## src/rtl/fetchq_pkg.sv

```systemverilog
`default_nettype none
// ============================================================================
// Module      : fetchq_pkg
// Description : Shared types for the instruction-fetch prefetch queue:
//               fetch FSM state encoding and the queue entry layout.
// Revision    : 1.0 - initial release
// ============================================================================
package fetchq_pkg;

  // Reference instruction/PC width of the queue entry layout.
  localparam int FQ_DATA_W = 16;

  // Fetch FSM: nothing outstanding, one read outstanding, outstanding read
  // to be discarded when it completes.
  typedef enum logic [1:0] {
    ST_IDLE   = 2'd0,
    ST_WAIT   = 2'd1,
    ST_SQUASH = 2'd2
  } fq_state_t;

  // One buffered instruction: the word, its fetch PC + step and the error
  // flag returned with it.
  typedef struct packed {
    logic [FQ_DATA_W-1:0] inst;
    logic [FQ_DATA_W-1:0] pcplus;
    logic                 err;
  } fq_entry_t;

  // Flat storage width of one entry for a given instruction width.
  function automatic int fq_entry_bits(input int w);
    return (2 * w) + 1;
  endfunction

endpackage
`default_nettype wire

```

## src/rtl/fetchq_fifo.sv

```systemverilog
`default_nettype none
// ============================================================================
// Module      : fetchq_fifo
// Description : DEPTH-entry synchronous FIFO with push, pop, flush and an
//               occupancy count. DEPTH must be a power of two so that the
//               pointers wrap naturally.
// Revision    : 1.0 - initial release
// ============================================================================
module fetchq_fifo #(
  parameter int WIDTH = 33,
  parameter int DEPTH = 4
) (
  input  logic                     clk,
  input  logic                     rst,
  input  logic                     push,
  input  logic                     pop,
  input  logic                     flush,
  input  logic [WIDTH-1:0]         wdata,
  output logic [WIDTH-1:0]         rdata,
  output logic [$clog2(DEPTH):0]   count
);

  localparam int                PTR_W  = $clog2(DEPTH);
  localparam logic [PTR_W:0]    FULL_C = (PTR_W+1)'(DEPTH);

  logic [WIDTH-1:0] mem [DEPTH];
  logic [PTR_W-1:0] wr_ptr;
  logic [PTR_W-1:0] rd_ptr;
  logic             do_push;
  logic             do_pop;

  // A pop frees the head slot in the same edge, so push on full is legal
  // when paired with a pop.
  assign do_pop  = pop && (count != '0) && !flush;
  assign do_push = push && !flush && ((count != FULL_C) || do_pop);
  assign rdata   = mem[rd_ptr];

  // Pointer and occupancy bookkeeping; flush empties the queue at once.
  always_ff @(posedge clk) begin
    if (rst || flush) begin
      wr_ptr <= '0;
      rd_ptr <= '0;
      count  <= '0;
    end else begin
      if (do_push) wr_ptr <= wr_ptr + 1'b1;
      if (do_pop)  rd_ptr <= rd_ptr + 1'b1;
      case ({do_push, do_pop})
        2'b10:   count <= count + 1'b1;
        2'b01:   count <= count - 1'b1;
        default: count <= count;
      endcase
    end
  end

  // Entry storage; contents are don't-care until written.
  always_ff @(posedge clk) begin
    if (do_push) mem[wr_ptr] <= wdata;
  end

endmodule
`default_nettype wire

```

## src/rtl/fetch_queue.sv

```systemverilog
`default_nettype none
// ============================================================================
// Module      : fetch_queue
// Description : Instruction-fetch front end. Owns the PC, issues single
//               outstanding reads over the Rd/Done/Stall handshake and
//               buffers returned instructions with PC+step in a prefetch
//               queue drained by decode through valid/ready. Redirects flush
//               the queue and squash an in-flight read.
//               Optional build macro FETCHQ_BYPASS_EN: an empty queue
//               forwards a completing read straight to the decode outputs.
// Revision    : 1.0 - initial release
// ============================================================================
module fetch_queue
  import fetchq_pkg::*;
#(
  parameter int DATA_W   = 16,
  parameter int DEPTH    = 4,
  parameter int PC_STEP  = 2,
  parameter int RESET_PC = 0
) (
  input  logic              clk,
  input  logic              rst,
  input  logic              redirect,
  input  logic [DATA_W-1:0] redirect_pc,
  input  logic              hold,
  input  logic              inst_ready,
  output logic              inst_valid,
  output logic [DATA_W-1:0] inst,
  output logic [DATA_W-1:0] pcplus,
  output logic              inst_err,
  output logic              imem_rd,
  output logic [DATA_W-1:0] imem_addr,
  input  logic [DATA_W-1:0] imem_data,
  input  logic              imem_done,
  input  logic              imem_stall,
  input  logic              imem_err
);

  localparam int                CNT_W   = $clog2(DEPTH) + 1;
  localparam int                ENT_W   = fq_entry_bits(DATA_W);
  localparam logic [DATA_W-1:0] STEP_C  = DATA_W'(PC_STEP);
  localparam logic [DATA_W-1:0] RST_PC  = DATA_W'(RESET_PC);
  localparam logic [CNT_W-1:0]  DEPTH_C = CNT_W'(DEPTH);

  fq_state_t         state;
  logic [DATA_W-1:0] pc;
  logic              halt;

  logic [CNT_W-1:0]  fifo_count;
  logic [ENT_W-1:0]  head;
  logic [ENT_W-1:0]  push_entry;
  logic              has_space;
  logic              accept;
  logic              complete;
  logic              bypass;
  logic              push;
  logic              pop;
  logic [DATA_W-1:0] done_pcplus;

  assign imem_addr = pc;

  // Space check: in WAIT the outstanding read already owns one slot, so a
  // follow-on issue in its completion cycle needs a second free slot.
  always_comb begin
    has_space = 1'b0;
    case (state)
      ST_IDLE: has_space = (fifo_count < DEPTH_C);
      ST_WAIT: has_space = imem_done && (fifo_count < (DEPTH_C - 1'b1));
      default: has_space = 1'b0;
    endcase
  end

  assign imem_rd = !rst && !halt && !hold && !redirect && has_space;
  assign accept  = imem_rd && !imem_stall;

  // A live read completes either as a hit in its acceptance cycle or later
  // while waiting; completions in SQUASH or stray ones in IDLE are ignored.
  assign complete = imem_done &&
                    ((state == ST_WAIT) || ((state == ST_IDLE) && accept));

  // While waiting the PC has already moved past the outstanding read, so
  // it equals that read's PC + step; a hit has not advanced it yet.
  assign done_pcplus = (state == ST_WAIT) ? pc : (pc + STEP_C);
  assign push_entry  = {imem_data, done_pcplus, imem_err};

`ifdef FETCHQ_BYPASS_EN
  assign bypass = complete && !redirect && (fifo_count == '0);
`else
  assign bypass = 1'b0;
`endif

  // A bypassed word consumed by decode in the same cycle is never stored.
  assign push = complete && !redirect && !rst && !(bypass && inst_ready);
  assign pop  = inst_ready && (fifo_count != '0) && !redirect;

  fetchq_fifo #(
    .WIDTH (ENT_W),
    .DEPTH (DEPTH)
  ) u_fifo (
    .clk   (clk),
    .rst   (rst),
    .push  (push),
    .pop   (pop),
    .flush (redirect),
    .wdata (push_entry),
    .rdata (head),
    .count (fifo_count)
  );

  // Decode-facing head view: zero when empty, forwarded data when bypassing.
  always_comb begin
    inst_valid = (fifo_count != '0);
    inst       = '0;
    pcplus     = '0;
    inst_err   = 1'b0;
    if (inst_valid) begin
      {inst, pcplus, inst_err} = head;
    end
    if (bypass) begin
      inst_valid = 1'b1;
      inst       = imem_data;
      pcplus     = done_pcplus;
      inst_err   = imem_err;
    end
  end

  // Fetch FSM with PC and error-halt registers; redirect overrides any
  // simultaneous completion, pop or acceptance.
  always_ff @(posedge clk) begin
    if (rst) begin
      state <= ST_IDLE;
      pc    <= RST_PC;
      halt  <= 1'b0;
    end else if (redirect) begin
      pc   <= redirect_pc;
      halt <= 1'b0;
      // A read still in flight must be discarded when it returns; one that
      // completes right now is simply dropped.
      if ((state != ST_IDLE) && !imem_done) state <= ST_SQUASH;
      else                                  state <= ST_IDLE;
    end else begin
      if (accept) pc <= pc + STEP_C;
      if (complete && imem_err) halt <= 1'b1;
      case (state)
        ST_IDLE:   if (accept && !imem_done) state <= ST_WAIT;
        ST_WAIT:   if (imem_done && !accept) state <= ST_IDLE;
        ST_SQUASH: if (imem_done)            state <= ST_IDLE;
        default:                             state <= ST_IDLE;
      endcase
    end
  end

endmodule
`default_nettype wire
```

## config.mk

```make
export PLATFORM = sky130hd
export DESIGN_NAME = fetch_queue
export DESIGN_NICKNAME = d
export VERILOG_FILES = /design/src/rtl/fetchq_pkg.sv /design/src/rtl/fetchq_fifo.sv /design/src/rtl/fetch_queue.sv
export SDC_FILE = /design/constraint.sdc
export NUM_CORES = 1
export LEC_CHECK = 0
export CAP_MARGIN = 30
export CORE_UTILIZATION = 30
export CTS_CLUSTER_SIZE = 25
export DETAILED_ROUTE_END_ITERATION = 16
export DONT_BUFFER_PORTS = 1
export RECOVER_POWER = 100
export SLEW_MARGIN = 20
export SYNTH_ARGS = -nofsm -noshare
export SYNTH_HDL_FRONTEND = slang
export SYNTH_SLANG_ARGS = --single-unit
export TNS_END_PERCENT = 50
```

## constraint.sdc

```tcl
create_clock -name clk -period 2.61 [get_ports clk]
set_clock_uncertainty 0.15 [all_clocks]
set_input_delay 0 -clock clk [delete_from_list [all_inputs] [get_ports clk]]
set_output_delay 0 -clock clk [all_outputs]
set_load 0.01 [all_outputs]
```

==> results of run 1 <==
power by group through the flow:
| stage | combinational, mW | sequential, mW | clock, mW |
|---|---|---|---|
| 2_1_floorplan | 0.115 | 2.87 | 0 |
| 3_3_place_gp | 0.134 | 2.88 | 0 |
| 3_5_place_dp | 0.141 | 2.88 | 0 |
| 4_1_cts | 0.212 | 2.83 | 2.55 |
| 5_1_grt | 0.235 | 2.83 | 2.66 |
| 6_report | 0.214 | 2.83 | 2.50 |
cell families after synthesis:
family          after synthesis  share of synthesized area
mux                          52                      0.135
flops                       160                      0.651
compound gates               46                     0.0479
fa+ha+maj                     7                     0.0133
simple gates                133                      0.103
xor+xnor                     16                     0.0202
buf+inv                      36                     0.0295
sequential cells by signal, indices dropped and copies added, names as in the netlist, named ones only:
register and cells:
u_fifo.rd_ptr 2, u_fifo.count 3, state 2, u_fifo.wr_ptr 2, u_fifo.mem 132, imem_addr 16
halt 1
timing repair:
| action | 4_1_cts | 5_1_grt |
|---|---|---|
| resized for setup | 0 | 3 |
| hold buffers | 39 | 2 |
| endpoints found under the setup margin | 0 | 2 |
| endpoints found under the hold margin | 96 | 2 |
final timing paths:
kind,startpoint,endpoint,slack (ps),cells after the start
worst max register to register,u_fifo.count[2]$_SDFFE_PP0P_,imem_addr[2]$_SDFFE_PP0N_,130,6
worst min-delay path,hold,imem_rd,20,2
worst max-delay path,u_fifo.count[2]$_SDFFE_PP0P_,imem_addr[2]$_SDFFE_PP0N_,130,6
worst min register to register,u_fifo.wr_ptr[1]$_SDFFE_PP0P_,u_fifo.wr_ptr[1]$_SDFFE_PP0P_,380,2
routing by layer:
metal / part of all wire / GRT usage / vias to the layer above / routed length, µm
li1: - / - / 1850 / -
met1: 0.43 / 0.166 / 2036 / 6510
met2: 0.49 / 0.223 / 146 / 7430
met3: 0.073 / 0.0417 / 15 / 1110
met4: 0.012 / 0.0419 / 0 / 179
met5: 0 / 0 / - / 0
final cells by class:
cell class / instances / area (µm²) / share of cell area
clock buffers: 19 / 433 / 0.0520
clock inverters: 13 / 161 / 0.0194
inverters: 10 / 37.5 / 0.00451
multi-input cells: 254 / 2230 / 0.268
flip-flops and latches: 160 / 4530 / 0.543
well taps: 285 / 357 / 0.0428
repair buffers: 57 / 583 / 0.0700
through the flow:
| stage | cell area, µm² | util | worst slack [ps] | hold slack, ps |
|---|---|---|---|---|
| finish | 8330 | 0.367 | 134 | 22.1 |
| global route | 8330 | 0.367 | 2.21 | 34.1 |
| CTS | 8300 | 0.365 | 10.6 | 20.9 |
| detailed placement | 7310 | 0.322 | 239 | -74.1 |
| global placement | 7310 | 0.322 | 367 | -78.0 |
| floorplan | 6950 | - | 69.2 | -51.1 |
cell usage after synthesis, drive strengths merged, types with 2 or more instances:
library cell	count
o22ai	7
nor3	7
nand4	3
nor4	4
dfxtp	28
o211ai	3
a31oi	4
a21oi	5
and4	2
buf	15
and2	33
edfxtp	132
o31ai	2
mux2	5
nor2	18
o211a	2
mux4	33
nand2	31
clkbuf	10
inv	10
a31o	2
a22oi	3
o21ai	4
nand2b	3
ha	5
and3	10
o31a	5
mux2i	14
xor2	9
nand3	17
xnor2	7
==> results.json, run 1 <==
{
  "synth_top_area_cell": "edfxtp_1",
  "vias_per_cell": 5.07,
  "final_cell_mix": "edfxtp_1, dlygate4sd3_1, mux4_2, and2_1, nand2_1",
  "synth_top_area_frac": 0.570,
  "endpoint_kind": "register",
  "stdcell_count": 798,
  "maxSlewViolCount": 0,
  "leakage_nw": 2.73,
  "fillers": 2162,
  "antenna_found_initial": 0,
  "antenna_cells": 0,
  "worst-path-max-fanout": 13,
  "synth_nets": 496,
  "dp.cells": 723,
  "peakVddDrop_v": 0.000545,
  "required_ps": 2830,
  "cts_buffers": 17,
  "worst_pin_slew_ps": 1100,
  "grt_first_pass_wirelength_mm": 23.7,
  "clockBufferDepth": 2,
  "cts_tree": "built",
  "crit_path_top_delay_cell": "dlygate4sd3_1",
  "drive_above_1_share": 0.183,
  "num_io_pins": 91,
  "start_util": 0.306,
  "outcome": "finished clean",
  "vias": 4047,
  "cp_cell_sequence": "nor4_4, o211a_2, buf_4, a22oi_1, a21oi_1, dlygate4sd3_1",
  "grt_pass1_vias": 4217,
  "dr.first_iter.drc_count": 186,
  "coreArea_um2": 22700,
  "ys.flop_type": "edfxtp_1",
  "clkSinkCount": 160,
  "routed_wl_mm": 15.2,
  "cp-start-kind": "register",
  "syn2layout_area_growth_pct": 19.9,
  "dieArea_um2": 23800,
  "synth_area_leaders": "edfxtp_1, mux4_2, dfxtp_1",
  "critical_path_arrival_ps": 2700,
  "fin_tns_setup_ps": 0,
  "gr-total-overflow": 0,
  "power_density_nw_per_um2": 665,
  "swShare": 0.207,
  "grt_max_degree": 36,
  "slowest_delay_ps": 570,
  "insertion_delay_ps": 430,
  "finalPower_mw": 5.54,
  "layout.nets": 546,
  "synth.avg_cell_area_um2": 15.4,
  "relSlewSlack": 0.269,
  "path_clk_slew_ps": 60,
  "p_sw_mw": 1.15,
  "gp_congestion": 0.830,
  "post_cts_buffers": 0,
  "syn_inst": 450,
  "synth-edff-count": 132,
  "setup_viol": 0,
  "cts_root_buf": "clkbuf_16",
  "routedWlPerCell_um": 19.1,
  "die_w_um": 154,
  "ys_seq_area_frac": 0.651,
  "synthArstFlopShare": 0,
  "dpl.hpwl_mm": 9.70,
  "track_usage": 0.134,
  "netlist_area_um2": 6950,
  "placementRows": 55,
  "rsz0062_at_grt": "no",
  "crit_family": "buffers and inverters",
  "detail-route-antenna-nets": 0,
  "internal-power_mw": 4.39,
  "p_comb_frac": 0.039,
  "hold_path_class": "input pin to output port",
  "route.detailed.drc": 0,
  "synth_warnings": 0,
  "drt_first_pass_iters": 5,
  "fin_crit_sh": 0.949,
  "numPortBuffers": 0,
  "maxCapViolations": 0,
  "yosys.cell_types.count": 56,
  "crit_buf_inv": 2,
  "final.min_clock_period_ps": 2480,
  "worst-setup-path-type": "register to register",
  "hold_viol": 0,
  "fmax_ghz": 0.404,
  "die_h_um": 154,
  "ys_ff_latch": 160,
  "p_clk_frac": 0.451,
  "seqPwrFrac": 0.510,
  "final_common_cell": "edfxtp_1",
  "h-tree-depth": 4
}
Power figures use the tool's default switching activity.
==> run 2: changes to the inputs <==
Settings changed: CTS_BUF_LIST from default to sky130_fd_sc_hd__clkbuf_8.
==> run 2 against run 1 <==
Net effect:
- sequential share of layout area rose by 1.4 points
- clock-buffer cell count decreased by 2
- critical path depth stayed put
- clock power shrank 25%
- register-to-register slack gained 20 ps
- cell area is 2.5% lower
- first-iteration DRC count increased by 19%
- fmax up 0.98%
- wire length is essentially flat
- critical path type unchanged
==> results.json, run 2 (same netlist as run 1, synthesis figures left out) <==
{
  "pre_cts_slack_ps": 239,
  "dpl.hpwl_mm": 9.70,
  "fin_crit_sh": 0.940,
  "endpoint_kind": "register",
  "path_clk_slew_ps": 90,
  "power_density_nw_per_um2": 604,
  "placementRows": 55,
  "worst_pin_slew_ps": 1110,
  "die_h_um": 154,
  "route.detailed.drc": 0,
  "cp-start-kind": "register",
  "cts_root_buf": "clkbuf_8",
  "coreArea_um2": 22700,
  "vias": 4039,
  "peakVddDrop_v": 0.000377,
  "routed_wl_mm": 15.2,
  "grt_first_pass_wirelength_mm": 23.6,
  "layout_setup_ws_ps": 158,
  "clkSinkCount": 160,
  "grt_max_degree": 36,
  "die_w_um": 154,
  "fmax_ghz": 0.408,
  "gp_congestion": 0.830,
  "gr-total-overflow": 0,
  "cts_buffers": 17,
  "routedWlPerCell_um": 19.1,
  "cts_tree": "built",
  "required_ps": 2860,
  "hold_path_class": "input pin to register",
  "worst-setup-path-type": "register to register",
  "syn2layout_area_growth_pct": 16.8,
  "dr.first_iter.drc_count": 221,
  "insertion_delay_ps": 450,
  "dieArea_um2": 23800,
  "finalPower_mw": 4.90,
  "maxSlewViolCount": 0,
  "final_cell_mix": "edfxtp_1, dlygate4sd3_1, mux4_2, and2_0, nand2_1",
  "clockBufferDepth": 2,
  "maxCapViolations": 0,
  "outcome": "finished clean",
  "drt_first_pass_iters": 5,
  "rsz0062_at_grt": "no",
  "worst-path-max-fanout": 13,
  "vias_per_cell": 5.06,
  "relSlewSlack": 0.260,
  "setup_viol": 0,
  "start_util": 0.306,
  "hold_viol": 0,
  "layout.nets": 546,
  "drive_above_1_share": 0.173,
  "critical_path_arrival_ps": 2700,
  "antenna_found_initial": 0,
  "track_usage": 0.133,
  "regMostFlops": "u_fifo.mem",
  "h-tree-depth": 4,
  "antenna_cells": 0,
  "post_cts_buffers": 0,
  "largest_register_ffs": 132,
  "fin_tns_setup_ps": 0,
  "leakage_nw": 2.60,
  "final_common_cell": "edfxtp_1",
  "detail-route-antenna-nets": 0,
  "numPortBuffers": 0,
  "final.min_clock_period_ps": 2450,
  "grt_pass1_vias": 4212,
  "num_io_pins": 91
}
run 2: path summary, 6_finish.rpt:
| path | from | endpoint | slack (ps) | depth (start not counted) |
|---|---|---|---|---|
| worst max-delay path | u_fifo.count[2]$_SDFFE_PP0P_ | imem_addr[2]$_SDFFE_PP0N_ | 160 | 6 |
| worst max register to register | u_fifo.count[2]$_SDFFE_PP0P_ | imem_addr[2]$_SDFFE_PP0N_ | 160 | 6 |
| worst min-delay path | redirect | imem_addr[14]$_SDFFE_PP0N_ | 20 | 4 |
| worst min register to register | u_fifo.wr_ptr[1]$_SDFFE_PP0P_ | u_fifo.wr_ptr[1]$_SDFFE_PP0P_ | 380 | 2 |
run 2: metrics by stage:
| stage | instance area, µm² | std cells | utilization | hold slack (ps) |
|---|---|---|---|---|
| 2_1_floorplan | 6950 | 450 | - | -51.1 |
| 3_3_place_gp | 7310 | 723 | 0.322 | -78.0 |
| 3_5_place_dp | 7310 | 723 | 0.322 | -74.1 |
| 4_1_cts | 8110 | 794 | 0.357 | 20.9 |
| 5_1_grt | 8120 | 798 | 0.358 | 4.16 |
| 6_report | 8120 | 798 | 0.358 | 15.5 |
run 2: what timing repair did:
item,in CTS,in global routing
endpoints found under the setup margin,0,2
gates resized for setup,0,3
hold buffers,39,2
hold endpoints to repair,96,3
run 2: final cells by class:
cell class                 instances  area (µm²)
inverter                          10        37.5
fill                            2194       14600
clock buffer                      17         234
tap                              285         357
clock inverter                    15         169
sequential                       160        4530
multi-input combinational        254        2220
timing repair buffer              57         573
run 2: per-layer routing:
metal | global-route usage | routed length (µm) | up-vias
met5 | 0 | 0 | -
met4 | 0.0333 | 138 | 0
met3 | 0.0443 | 1150 | 8
met2 | 0.222 | 7400 | 137
met1 | 0.166 | 6540 | 2059
li1 | - | - | 1835
run 2: worst max-delay path, cell delays in order (launching register included):
cell and delay (ps):
dfxtp_1 410, nor4_4 400, o211a_2 470, buf_4 210, a22oi_1 60, a21oi_1 130, dlygate4sd3_1 570
run 2: power breakdown:
part           switching [mW]  internal, mW  total, mW  leakage, nW
logic                   0.118        0.0959      0.214        0.968
clock network           0.925         0.944       1.87        0.210
registers              0.0385          2.78       2.82         1.42
==> run 3: changes to the inputs <==
Settings changed: SKIP_LAST_GASP from default to 1.
Clock period 2.61 ns to 3.01 ns, I/O delays scaled along.
==> run 3 against run 2 <==
Net effect:
- combinational power is 18% lower
- sequential share of layout area hardly changed
- sequential power decreased by 13%
- largest power group unchanged
==> results.json, run 3 (same netlist as run 1, synthesis figures left out) <==
{
  "cp_cell_sequence": "nor4_4, dlygate4sd3_1, o21a_1, nor3_1, fa_2, nor4_2, mux2i_1, a31oi_1",
  "dieArea_um2": 23800,
  "detail-route-antenna-nets": 0,
  "setup_viol": 0,
  "slowest_delay_ps": 640,
  "peakVddDrop_v": 0.000264,
  "grt_pass1_vias": 4220,
  "num_io_pins": 91,
  "clockBufferDepth": 2,
  "dr.first_iter.drc_count": 214,
  "crit_family": "simple AND/OR/NAND/NOR gates",
  "vias": 3994,
  "hold_path_class": "input pin to output port",
  "routedWlPerCell_um": 19.0,
  "crit_buf_inv": 1,
  "antenna_found_initial": 0,
  "dp.cells": 718,
  "fin_tns_setup_ps": 0,
  "crit_path_top_delay_cell": "dlygate4sd3_1",
  "worst-path-max-fanout": 9,
  "vias_per_cell": 5.05,
  "drt_first_pass_iters": 4,
  "cts_tree": "built",
  "clkSinkCount": 160,
  "hold_viol": 0,
  "ff2ff_setup_slack_ps": 230,
  "critical_path_arrival_ps": 2990,
  "worst_pin_slew_ps": 982,
  "drive_above_1_share": 0.176,
  "worst-setup-path-type": "register to register",
  "layout.nets": 539,
  "stdcell_count": 791,
  "fmax_ghz": 0.359,
  "gr-total-overflow": 0,
  "required_ps": 3220,
  "power_density_nw_per_um2": 552,
  "grt_first_pass_wirelength_mm": 23.9,
  "gp_congestion": 0.847,
  "rsz0062_at_grt": "no",
  "syn2layout_area_growth_pct": 16.9,
  "start_util": 0.306,
  "antenna_cells": 0,
  "maxCapViolations": 0,
  "fillers": 2173,
  "routed_wl_mm": 15.1,
  "h-tree-depth": 4,
  "relSlewSlack": 0.343,
  "dpl.hpwl_mm": 9.43,
  "track_usage": 0.134,
  "maxSlewViolCount": 0,
  "route.detailed.drc": 0,
  "endpoint_kind": "register",
  "final.min_clock_period_ps": 2780,
  "cts_root_buf": "clkbuf_8",
  "outcome": "finished clean",
  "cp-start-kind": "register",
  "numPortBuffers": 0,
  "leakage_nw": 2.61,
  "cts_buffers": 17,
  "path_clk_slew_ps": 80,
  "largest_register_ffs": 132,
  "final_cell_mix": "edfxtp_1, dlygate4sd3_1, mux4_2, and2_0, nand2_1",
  "fin_crit_sh": 0.925,
  "final_common_cell": "edfxtp_1",
  "coreArea_um2": 22700,
  "regMostFlops": "u_fifo.mem",
  "die_w_um": 154,
  "insertion_delay_ps": 430,
  "placementRows": 55,
  "die_h_um": 154,
  "grt_max_degree": 36
}
run 3: changes by cell type in the layout (fill, tap and decap cells not counted), moves of 3 or more:
cell	change
bufinv_16	+3
clkbuf_1	-5
buf_6	+4
buf_12	-4
run 3: layout make-up:
| cell class | instances | area [µm²] | share of cell area |
|---|---|---|---|
| Timing Repair Buffer | 50 | 497 | 0.0612 |
| Inverter | 10 | 37.5 | 0.00462 |
| Multi-Input combinational cell | 254 | 2230 | 0.275 |
| Clock inverter | 15 | 239 | 0.0294 |
| Tap cell | 285 | 357 | 0.0439 |
| Clock buffer | 17 | 234 | 0.0288 |
| Sequential cell | 160 | 4530 | 0.557 |
run 3: power by group:
part           leakage, nW  internal, mW  switching (mW)
combinational        0.947        0.0808          0.0941
sequential            1.42          2.41          0.0392
clock                0.241          1.07           0.782
total                 2.61          3.56           0.915
run 3: worst paths after layout:
path	end	depth (start not counted)	from
setup / recovery	u_fifo.count[2]$_SDFFE_PP0P_	8	u_fifo.count[2]$_SDFFE_PP0P_
hold / removal	imem_rd	2	hold
hold reg to reg	state[0]$_SDFFE_PP0P_	1	state[1]$_SDFFE_PP0P_
setup reg to reg	u_fifo.count[2]$_SDFFE_PP0P_	8	u_fifo.count[2]$_SDFFE_PP0P_
run 3: metrics by stage:
stage / setup WS (ps) / instance area, µm² / power (mW) / hold slack [ps] / utilization
2_1_floorplan: 469 / 6950 / 2.59 / -51.1 / -
3_3_place_gp: 751 / 7280 / 2.61 / -77.1 / 0.320
3_5_place_dp: 637 / 7280 / 2.62 / -73.1 / 0.320
4_1_cts: 67.0 / 8150 / 4.54 / 13.4 / 0.359
5_1_grt: 35.6 / 8120 / 4.65 / 37.3 / 0.358
6_report: 226 / 8120 / 4.48 / 13.6 / 0.358
run 3: layer usage:
metal  global-route usage  wire length, µm  up-vias
met5                    0                0        -
met1                0.173             6730     2028
met3               0.0437             1030       12
met2                0.216             7160      133
li1                     -                -     1821
met4               0.0357              138        0
run 3: what timing repair did:
item,in CTS,in global routing
hold buffers,40,0
buffers inserted,0,1
resized for setup,0,2
hold endpoints to repair,96,0
endpoints found under the setup margin,0,1
